<file path="src/rtl/register_access_controller_pkg.sv">
// Shared definitions for the register access controller: FSM state encoding, default
// frame opcodes and a counter-width helper. Imported by the controller, its timeout
// counter, the system top and the bench.
package register_access_controller_pkg;

    typedef enum logic [2:0] {
        StIdle   = 3'd0,
        StWrAddr = 3'd1,
        StWrData = 3'd2,
        StRdAddr = 3'd3,
        StRdWait = 3'd4,
        StTxWait = 3'd5
    } state_e;

    localparam logic [7:0]  DEFAULT_WRITE_CMD      = 8'hAA;
    localparam logic [7:0]  DEFAULT_READ_CMD       = 8'hBB;
    localparam int unsigned DEFAULT_TIMEOUT_CYCLES = 1023;

    // Bits needed to hold every value 0..max_count inclusive.
    function automatic int unsigned count_width(input int unsigned max_count);
        return (max_count < 1) ? 1 : $clog2(max_count + 1);
    endfunction

endpackage

</file>
<file path="src/rtl/register_access_controller_if.sv">
// Bundle of the controller's byte-stream and register-file signals.
//   master : the controller side (drives strobes, address, write data, tx byte, error)
//   slave  : the environment side (uart rx/tx and register file)
interface register_access_controller_if #(
    parameter int unsigned DATA_WIDTH = 8,
    parameter int unsigned ADDR_WIDTH = 4
);
    logic [DATA_WIDTH-1:0] rx_data;
    logic                  rx_data_valid;
    logic [ADDR_WIDTH-1:0] address;
    logic                  write_enable;
    logic [DATA_WIDTH-1:0] write_data;
    logic                  read_enable;
    logic [DATA_WIDTH-1:0] read_data;
    logic                  read_data_valid;
    logic [DATA_WIDTH-1:0] tx_data;
    logic                  tx_data_valid;
    logic                  tx_busy;
    logic                  cmd_error;

    modport master (
        input  rx_data, rx_data_valid, read_data, read_data_valid, tx_busy,
        output address, write_enable, write_data, read_enable, tx_data, tx_data_valid,
               cmd_error
    );

    modport slave (
        output rx_data, rx_data_valid, read_data, read_data_valid, tx_busy,
        input  address, write_enable, write_data, read_enable, tx_data, tx_data_valid,
               cmd_error
    );

endinterface

</file>
<file path="src/rtl/register_access_controller_frame_timeout_counter.sv">
// Idle-cycle counter guarding frame reception and read completion.
//   clk     : system clock
//   reset   : asynchronous, active-low
//   clear   : restart counting from zero (state entry or accepted byte)
//   enable  : count this cycle
//   expired : high while enabled with the count at TIMEOUT_CYCLES; the owner leaves the
//             counting state on it, so it lasts one cycle
module frame_timeout_counter
    import register_access_controller_pkg::*;
#(
    parameter int unsigned TIMEOUT_CYCLES = DEFAULT_TIMEOUT_CYCLES
) (
    input  logic clk,
    input  logic reset,
    input  logic clear,
    input  logic enable,
    output logic expired
);

    localparam int unsigned CountWidth = count_width(TIMEOUT_CYCLES);
    localparam logic [CountWidth-1:0] Limit = CountWidth'(TIMEOUT_CYCLES);

    logic [CountWidth-1:0] count_q, count_d;

    always_comb begin
        count_d = count_q;
        if (clear) begin
            count_d = '0;
        end else if (enable && (count_q != Limit)) begin
            count_d = count_q + CountWidth'(1);
        end
    end

    always_ff @(posedge clk or negedge reset) begin
        if (!reset) begin
            count_q <= '0;
        end else begin
            count_q <= count_d;
        end
    end

    // Independent of clear so the FSM can give a same-cycle rx byte priority without a loop.
    assign expired = enable && (count_q == Limit);

endmodule

</file>
<file path="src/rtl/register_access_controller.sv">
// Command-side master for the register file. Decodes UART byte frames
// (write: CMD,ADDR,DATA; read: CMD,ADDR), issues single-cycle register strobes and
// returns read data to the UART transmitter.
//   clk   : system clock, all logic on posedge
//   reset : asynchronous, active-low
//   bus   : master modport -- rx byte in, register address/strobes/write data out,
//           register read data in, tx byte out, tx_busy in, cmd_error out
// All outputs are registered.
module register_access_controller
    import register_access_controller_pkg::*;
#(
    parameter int unsigned           DATA_WIDTH          = 8,
    parameter int unsigned           REGISTER_FILE_DEPTH = 16,
    parameter logic [DATA_WIDTH-1:0] WRITE_CMD           = DATA_WIDTH'(DEFAULT_WRITE_CMD),
    parameter logic [DATA_WIDTH-1:0] READ_CMD            = DATA_WIDTH'(DEFAULT_READ_CMD),
    parameter int unsigned           TIMEOUT_CYCLES      = DEFAULT_TIMEOUT_CYCLES
) (
    input logic                          clk,
    input logic                          reset,
    register_access_controller_if.master bus
);

    localparam int unsigned ADDR_WIDTH = $clog2(REGISTER_FILE_DEPTH);

    state_e                state_q, state_d;
    logic [ADDR_WIDTH-1:0] address_q, address_d;
    logic [DATA_WIDTH-1:0] write_data_q, write_data_d;
    logic [DATA_WIDTH-1:0] tx_data_q, tx_data_d;
    logic                  write_enable_q, write_enable_d;
    logic                  read_enable_q, read_enable_d;
    logic                  tx_data_valid_q, tx_data_valid_d;
    logic                  cmd_error_q, cmd_error_d;

    logic rx_accept;
    logic addr_ok;
    logic timer_clear;
    logic timer_enable;
    logic timer_expired;

    frame_timeout_counter #(
        .TIMEOUT_CYCLES(TIMEOUT_CYCLES)
    ) u_timeout (
        .clk    (clk),
        .reset  (reset),
        .clear  (timer_clear),
        .enable (timer_enable),
        .expired(timer_expired)
    );

    // Address byte must not reach past the register file.
    assign addr_ok = ((bus.rx_data >> ADDR_WIDTH) == '0);

    always_comb begin
        state_d         = state_q;
        address_d       = address_q;
        write_data_d    = write_data_q;
        tx_data_d       = tx_data_q;
        write_enable_d  = 1'b0;
        read_enable_d   = 1'b0;
        tx_data_valid_d = 1'b0;
        cmd_error_d     = 1'b0;
        rx_accept       = 1'b0;

        case (state_q)
            StIdle: begin
                if (bus.rx_data_valid) begin
                    rx_accept = 1'b1;
                    if (bus.rx_data == WRITE_CMD) begin
                        state_d = StWrAddr;
                    end else if (bus.rx_data == READ_CMD) begin
                        state_d = StRdAddr;
                    end
                end
            end
            StWrAddr, StRdAddr: begin
                // An rx byte in the expiry cycle beats the timeout.
                if (bus.rx_data_valid) begin
                    rx_accept = 1'b1;
                    if (!addr_ok) begin
                        cmd_error_d = 1'b1;
                        state_d     = StIdle;
                    end else begin
                        address_d = bus.rx_data[ADDR_WIDTH-1:0];
                        if (state_q == StWrAddr) begin
                            state_d = StWrData;
                        end else begin
                            read_enable_d = 1'b1;
                            state_d       = StRdWait;
                        end
                    end
                end else if (timer_expired) begin
                    cmd_error_d = 1'b1;
                    state_d     = StIdle;
                end
            end
            StWrData: begin
                if (bus.rx_data_valid) begin
                    rx_accept      = 1'b1;
                    write_data_d   = bus.rx_data;
                    write_enable_d = 1'b1;
                    state_d        = StIdle;
                end else if (timer_expired) begin
                    cmd_error_d = 1'b1;
                    state_d     = StIdle;
                end
            end
            StRdWait: begin
                if (bus.read_data_valid) begin
                    tx_data_d = bus.read_data;
                    state_d   = StTxWait;
                end else if (timer_expired) begin
                    cmd_error_d = 1'b1;
                    state_d     = StIdle;
                end
            end
            StTxWait: begin
                if (!bus.tx_busy) begin
                    tx_data_valid_d = 1'b1;
                    state_d         = StIdle;
                end
            end
            default: begin
                state_d = StIdle;
            end
        endcase
    end

    assign timer_enable = (state_q == StWrAddr) || (state_q == StWrData) ||
                          (state_q == StRdAddr) || (state_q == StRdWait);
    assign timer_clear  = (state_d != state_q) || rx_accept;

    always_ff @(posedge clk or negedge reset) begin
        if (!reset) begin
            state_q         <= StIdle;
            address_q       <= '0;
            write_data_q    <= '0;
            tx_data_q       <= '0;
            write_enable_q  <= 1'b0;
            read_enable_q   <= 1'b0;
            tx_data_valid_q <= 1'b0;
            cmd_error_q     <= 1'b0;
        end else begin
            state_q         <= state_d;
            address_q       <= address_d;
            write_data_q    <= write_data_d;
            tx_data_q       <= tx_data_d;
            write_enable_q  <= write_enable_d;
            read_enable_q   <= read_enable_d;
            tx_data_valid_q <= tx_data_valid_d;
            cmd_error_q     <= cmd_error_d;
        end
    end

    assign bus.address       = address_q;
    assign bus.write_data    = write_data_q;
    assign bus.tx_data       = tx_data_q;
    assign bus.write_enable  = write_enable_q;
    assign bus.read_enable   = read_enable_q;
    assign bus.tx_data_valid = tx_data_valid_q;
    assign bus.cmd_error     = cmd_error_q;

endmodule

</file>
<file path="src/flat_wrapper.sv">
// flat-port wrapper written by rule: the top's interface ports become plain ports
module register_access_controller_flat import register_access_controller_pkg::*;
#(
    parameter int unsigned           DATA_WIDTH          = 8,
    parameter int unsigned           REGISTER_FILE_DEPTH = 16,
    parameter logic [DATA_WIDTH-1:0] WRITE_CMD           = DATA_WIDTH'(DEFAULT_WRITE_CMD),
    parameter logic [DATA_WIDTH-1:0] READ_CMD            = DATA_WIDTH'(DEFAULT_READ_CMD),
    parameter int unsigned           TIMEOUT_CYCLES      = DEFAULT_TIMEOUT_CYCLES
)
  (clk, reset, bus_rx_data, bus_rx_data_valid, bus_read_data, bus_read_data_valid, bus_tx_busy, bus_address, bus_write_enable, bus_write_data, bus_read_enable, bus_tx_data, bus_tx_data_valid, bus_cmd_error);
  register_access_controller_if #(.DATA_WIDTH(DATA_WIDTH), .ADDR_WIDTH((4))) bus_i ();
  input logic clk;
  input logic reset;
  input wire logic [$bits(bus_i.rx_data)-1:0] bus_rx_data;
  input wire logic [$bits(bus_i.rx_data_valid)-1:0] bus_rx_data_valid;
  input wire logic [$bits(bus_i.read_data)-1:0] bus_read_data;
  input wire logic [$bits(bus_i.read_data_valid)-1:0] bus_read_data_valid;
  input wire logic [$bits(bus_i.tx_busy)-1:0] bus_tx_busy;
  output wire logic [$bits(bus_i.address)-1:0] bus_address;
  output wire logic [$bits(bus_i.write_enable)-1:0] bus_write_enable;
  output wire logic [$bits(bus_i.write_data)-1:0] bus_write_data;
  output wire logic [$bits(bus_i.read_enable)-1:0] bus_read_enable;
  output wire logic [$bits(bus_i.tx_data)-1:0] bus_tx_data;
  output wire logic [$bits(bus_i.tx_data_valid)-1:0] bus_tx_data_valid;
  output wire logic [$bits(bus_i.cmd_error)-1:0] bus_cmd_error;
  assign bus_i.rx_data = bus_rx_data;
  assign bus_i.rx_data_valid = bus_rx_data_valid;
  assign bus_i.read_data = bus_read_data;
  assign bus_i.read_data_valid = bus_read_data_valid;
  assign bus_i.tx_busy = bus_tx_busy;
  assign bus_address = bus_i.address;
  assign bus_write_enable = bus_i.write_enable;
  assign bus_write_data = bus_i.write_data;
  assign bus_read_enable = bus_i.read_enable;
  assign bus_tx_data = bus_i.tx_data;
  assign bus_tx_data_valid = bus_i.tx_data_valid;
  assign bus_cmd_error = bus_i.cmd_error;
  register_access_controller #(.DATA_WIDTH(DATA_WIDTH), .REGISTER_FILE_DEPTH(REGISTER_FILE_DEPTH), .WRITE_CMD(WRITE_CMD), .READ_CMD(READ_CMD), .TIMEOUT_CYCLES(TIMEOUT_CYCLES)) u_core (.clk(clk), .reset(reset), .bus(bus_i));
endmodule
</file>
<file path="config.mk">
export PLATFORM = sky130hd
export DESIGN_NAME = register_access_controller_flat
export DESIGN_NICKNAME = d
export VERILOG_FILES = /design/src/rtl/register_access_controller_pkg.sv /design/src/rtl/register_access_controller_if.sv /design/src/rtl/register_access_controller_frame_timeout_counter.sv /design/src/rtl/register_access_controller.sv /design/src/flat_wrapper.sv
export SDC_FILE = /design/constraint.sdc
export NUM_CORES = 1
export LEC_CHECK = 0
export CORE_MARGIN = 4
export CORE_UTILIZATION = 48
export DETAILED_ROUTE_END_ITERATION = 7
export PLACE_DENSITY = 0.85
export SYNTH_ARGS = -nofsm -noshare
export SYNTH_HDL_FRONTEND = slang
export SYNTH_SLANG_ARGS = --single-unit
</file>
<file path="constraint.sdc">
create_clock -name clk -period 2.73 [get_ports clk]
set_clock_uncertainty 0.15 [all_clocks]
set_input_delay 0.4095 -clock clk [delete_from_list [all_inputs] [get_ports clk]]
set_output_delay 0.4095 -clock clk [all_outputs]
set_load 0.05 [all_outputs]
</file>
; Yosys cells after proc, flatten, opt, wreduce, memory -nomap -nowiden
; Index checks and enable logic that the tools add are counted.
; Widths: inputs -> output; s select.
[classes]
addsub = 1
multipliers = 0
div_mod_pow = 0
magnitude_cmp = 0
eq_ne = 10
shift = 0
mux = 28
n_bitwise = 0
n_reduce_logical = 14
[op_table]
columns = op, n
row1 = $mux 3, 10
row2 = $mux 10, 2
row3 = $eq 8x8->1 const B, 2
row4 = $pmux 3 s5, 1
row5 = $mux 1, 14
row6 = $add 10x1->10 const B, 1
row7 = $eq 10x10->1 const B, 1
row8 = $ne 10x10->1 const B, 1
row9 = $logic_not 8->1, 1
row10 = $eq 3x2->1 const B, 2
row11 = $eq 3x3->1 const B, 2
row12 = $logic_or 1x1->1, 4
row13 = $reduce_and 2->1, 2
row14 = $reduce_or 4->1, 1
row15 = $eq 3x1->1 const B, 1
row16 = $logic_not 3->1, 1
row17 = $ne 3x3->1, 1
row18 = $pmux 1 s3, 1
row19 = $reduce_and 3->1, 1
row20 = $logic_and 1x1->1, 2
row21 = $reduce_bool 2->1, 1
row22 = $reduce_or 2->1, 1
[totals]
ff_bits = 37
latch_bits = 0
ramBits = 0
mem_bits_ro = 0
out_inout_bits = 24
memories = 0

; Longest topological paths before layout
[logic_depth]
ltp_word = 11
mapped_depth = 6
depth_no_buf = 6

; Modules after synthesis
; Synthesis repeated with hierarchy kept, for this count alone.
[hier_totals]
hier_cells = 160
hier_area_um2 = 1863.0
[by_module_without_submodules]
columns = module, n_inst, cells_per_inst, area_per_inst_um2, seq_area_each_um2
row1 = register_access_controller, 1, 89, 1212.4, 675.6
row2 = frame_timeout_counter, 1, 71, 650.6, 250.2

; Worst setup path after synthesis
; OpenSTA, ideal clock, no wires.
[synth_path]
kind = reg2reg
startpoint = register u_core.u_timeout.count_q[0]
endpoint = register u_core.u_timeout.count_q[8]
arrival_time_ps = 1597
slack_ps = 847
stages_incl_launch_ff = 7
cell_sequence = dfrtp_1 -> ha_1 -> nand3_4 -> or3_4 -> o221a_2 -> nand4_4 -> a311oi_1
[synth_between]
elab_chain_cells = 8
[synth_lines]
columns = item, line_no
row1 = from (decl), register_access_controller_frame_timeout_counter.sv:23  ; logic [CountWidth-1:0] count_q, count_d;
row2 = from (signal assigned), register_access_controller_frame_timeout_counter.sv:38  ; count_q <= count_d;
row3 = $eq 10x10->1, register_access_controller_frame_timeout_counter.sv:43  ; assign expired = enable && (count_q == Limit);
row4 = $logic_and 1x1->1, register_access_controller_frame_timeout_counter.sv:43
row5 = $mux 3, "register_access_controller.sv:91, register_access_controller.sv:102, register_access_controller.sv:111"
row6 = $mux 3 (on tied branches), "register_access_controller.sv:108, register_access_controller.sv:77, register_access_controller.sv:97"
row7 = $pmux 3 s5, register_access_controller.sv:64  ; case (state_q)
row8 = $ne 3x3->1, register_access_controller.sv:130  ; assign timer_clear = (state_d != state_q) || rx_accept;
row9 = $logic_or 1x1->1, register_access_controller.sv:130
row10 = $mux 10 or $reduce_bool 2->1 (tied branches), --
; Parallel ways exist; a longest one is shown, timed or not. The select of a mux whose other input is x is not followed.
; A chain may end at the register's enable or synchronous reset.

; Worst setup path in the final report
; Same ends and word-level chain as after synthesis.

==> results.yml <==
clocking:
  cts_buffers: 5
  clkTransAtPathRegs_ns: 0.07
  clkSinkCount: 37
  cts_setup_buffers: 0
  cts.root.buffer_cell: "clkbuf_8"
  clk_latency_ns: 0.29
  post_cts_resized: 0
  cts_hold_buf: 0
  cts_tree: "done"
  clockBufferDepth: 2
  htree_levels: 2
placement:
  dp.cells: 235
  place_area_sq_mm: 0.00224
  place_ws_ns: 0.445
  gp_congestion: 0.864
  io_buffers: 44
  place.detailed.hpwl_um: 2830
sta:
  rsz0062_at_grt: "no"
  tns_ns: 0
  slew_violations: 0
  period_needed_ns: 2.11
  fmax_mhz: 473
  fin_ws_ns: 0.617
  setup_violations: 0
  finalCritPeriodShare_pct: 77.4
  hold_viol: 0
  maxSlewHeadroom_pct: 47.9
  tightest_slew_ns: 0.782
  holdWs_ns: 0.0438
pwr:
  power_leakage_nw: 0.957
  p_total_mw: 2.34
  ir_worst_vdd_mv: 0.632
  power_density_mw_per_mm2: 993
worst_setup_path:
  required_ns: 2.78
  start_kind: "register"
  crit_start: "u_core.u_timeout.count_q[0]"
  reg2reg_depth: 7
  cp.arrival_ns: 2.16
  endpoint: "u_core.u_timeout.count_q[8]"
  crit_path_max_fanout: 10
  end_kind: "register"
  r2r-end: "u_core.u_timeout.count_q[8]"
  path_class: "register to register"
  worst-r2r-setup-slack_ns: 0.62
  crit-reg2reg-launch: "u_core.u_timeout.count_q[0]"
logic_synthesis:
  yosysSeqAreaShare_pct: 52.7
  synthSimpleGateAreaFrac_pct: 20.2
  synth_nets: 170
  synth-seq-cells: 37
  synth_compound_area_share_pct: 6.63
  synth.area.mux_share_pct: 14.5
  avgSynthCellArea_sq_um: 11.9
  synth_area_sq_mm: 0.00176
  synth_top_family_by_area: "simple AND/OR/NAND/NOR gates"
  ys_types: 41
  synthAdderAreaFrac_pct: 0.713
  netlist_instances: 148
  synth_xor_area_share_pct: 2.99
  ys_warn_count: 0
detailed_routing:
  detail_route.vias_per_cell: 5.48
  dr.pass1.iters: 4
  first_iter_violations: 53
  wl_um: 3870
  post_drt_wl_per_cell_um: 15.9
  ant_nets: 0
  drc_errors: 0
  via_count: 1331
die:
  io_pins: 45
  row_count: 21
  die_h_um: 68.5
  coreArea_sq_mm: 0.00344
  die_width_um: 68.5
  dieArea_sq_mm: 0.00469
  start_util_pct: 51.0
final_layout:
  fin_nets: 218
  final_util_pct: 68.4
  final.fill_count: 255
  final_cells: 243
  design_area_sq_mm: 0.00236
  area_growth_pct: 34.2
  layout-drive-gt1-share_pct: 20.3
  num_antenna_cells: 0
hold_path:
  hp-class: "input port to async pin"
run_status:
  status: "complete, no violations"
global_route:
  overflow: 0
  grt_busiest_layer: "met2"
  use_met2_pct: 30.3
  grt_max_degree: 38
  grtUsageMet1_pct: 22.3
  grt_util_met3_pct: 7.72
  antenna_found_initial: 0
  grt_pass1_wl_um: 6400
  grt_pass1_vias: 1376
  grt_use_total_pct: 18.7
flow_run:
  drv_cap: 0
## how the worst min path moves through the flow
stage | start | slack [ns] | cells past startpoint | to
CTS | reset | 0.08 | 1 | u_core.u_timeout.count_q[7]
floorplan | reset | -0.04 | 0 | u_core.bus.address[0]
global placement | u_core.u_timeout.count_q[8] | 0.33 | 1 | u_core.u_timeout.count_q[8]
finish | reset | 0.04 | 1 | u_core.u_timeout.count_q[5]
detailed placement | u_core.u_timeout.count_q[8] | 0.34 | 1 | u_core.u_timeout.count_q[8]
global route | reset | 0.12 | 1 | u_core.u_timeout.count_q[5]
## final cells by class
type | instances | area [sq um] | area share (%)
Sequential cell | 37 | 926 | 39.3
Multi-Input combinational cell | 103 | 791 | 33.6
Timing Repair Buffer | 46 | 450 | 19.1
Clock buffer | 6 | 82.6 | 3.51
Tap cell | 46 | 57.6 | 2.44
Clock inverter | 2 | 37.5 | 1.59
Inverter | 3 | 11.3 | 0.478
## registers in the layout, summed over array words and instances (netlist names)
register / flops
u_core.u_timeout.count_q: 10
u_core.bus.tx_data: 8
u_core.bus.write_data: 8
u_core.bus.address: 4
u_core.state_q: 3
u_core.bus.cmd_error: 1
u_core.bus.read_enable: 1
u_core.bus.tx_data_valid: 1
u_core.bus.write_enable: 1
## layer usage
layer,wire [um],vias up
met5,0,-
met4,49,0
met3,259,5
met2,1900,37
met1,1660,654
li1,-,635
## cells in the mapped netlist
master / count / area share, %
dfrtp_1: 37 / 53
mux2_2: 20 / 13
nor2_1: 14 / 3.0
nand2_1: 8 / 1.7
nand3_1: 7 / 2.0
nor3_1: 6 / 1.7
xnor2_1: 4 / 2.0
a21oi_1: 3 / 0.86
buf_2: 3 / 0.86
inv_1: 3 / 0.64
mux2i_1: 3 / 1.7
nand2b_1: 3 / 1.1
nand4_1: 3 / 1.1
o21ai_0: 3 / 0.86
nand4b_1: 2 / 1.0
nor4b_2: 2 / 1.7
o311ai_0: 2 / 1.0
xor2_1: 2 / 1.0
a211oi_1: 1 / 0.43
a311oi_1: 1 / 0.50
a31oi_1: 1 / 0.36
and2_1: 1 / 0.36
and3_1: 1 / 0.36
buf_4: 1 / 0.43
clkbuf_2: 1 / 0.28
ha_1: 1 / 0.71
nand3_4: 1 / 1.0
nand4_4: 1 / 1.2
nor3b_1: 1 / 0.43
nor3b_2: 1 / 0.71
nor4b_1: 1 / 0.50
nor4bb_1: 1 / 0.57
o211ai_1: 1 / 0.43
o21ai_1: 1 / 0.28
o221a_2: 1 / 0.64
o22ai_1: 1 / 0.36
o311ai_2: 1 / 0.93
or2_1: 1 / 0.36
or3_1: 1 / 0.36
or3_2: 1 / 0.43
or3_4: 1 / 0.64
## power by group
part           leakage (nW)  internal, mW  switching (mW)
sequential            0.483         0.679           0.111
combinational         0.417         0.399           0.656
clock                0.0574         0.297           0.198
total                 0.957          1.38           0.964
## kinds of logic after synthesis
family | count (synthesis)
adder cells (fa/ha/maj) | 1
XOR/XNOR | 6
flip-flops | 37
multiplexers | 23
AO/OA/AOI/OAI | 16
buffers and inverters | 8
AND/OR/NAND/NOR | 57
## cell usage in the layout, fill, tap and decap left out, drive strengths merged, types with 4 or more instances in the layout
cell type       n
dfrtp          37
o21ai           4
nand2           8
nor2           14
nor3            6
mux2           20
nand4           4
clkbuf          6
xnor2           4
nand3           8
clkdlybuf4s50  43
## worst max-delay path, stage by stage, from the launching register on
cell	delay, ns
dfrtp_1	0.42
ha_1	0.27
nand3_4	0.14
nor3_1	0.11
buf_4	0.17
o311ai_2	0.30
nand4_4	0.23
a311oi_1	0.24
No activity file was read; power rests on OpenSTA's default activity.
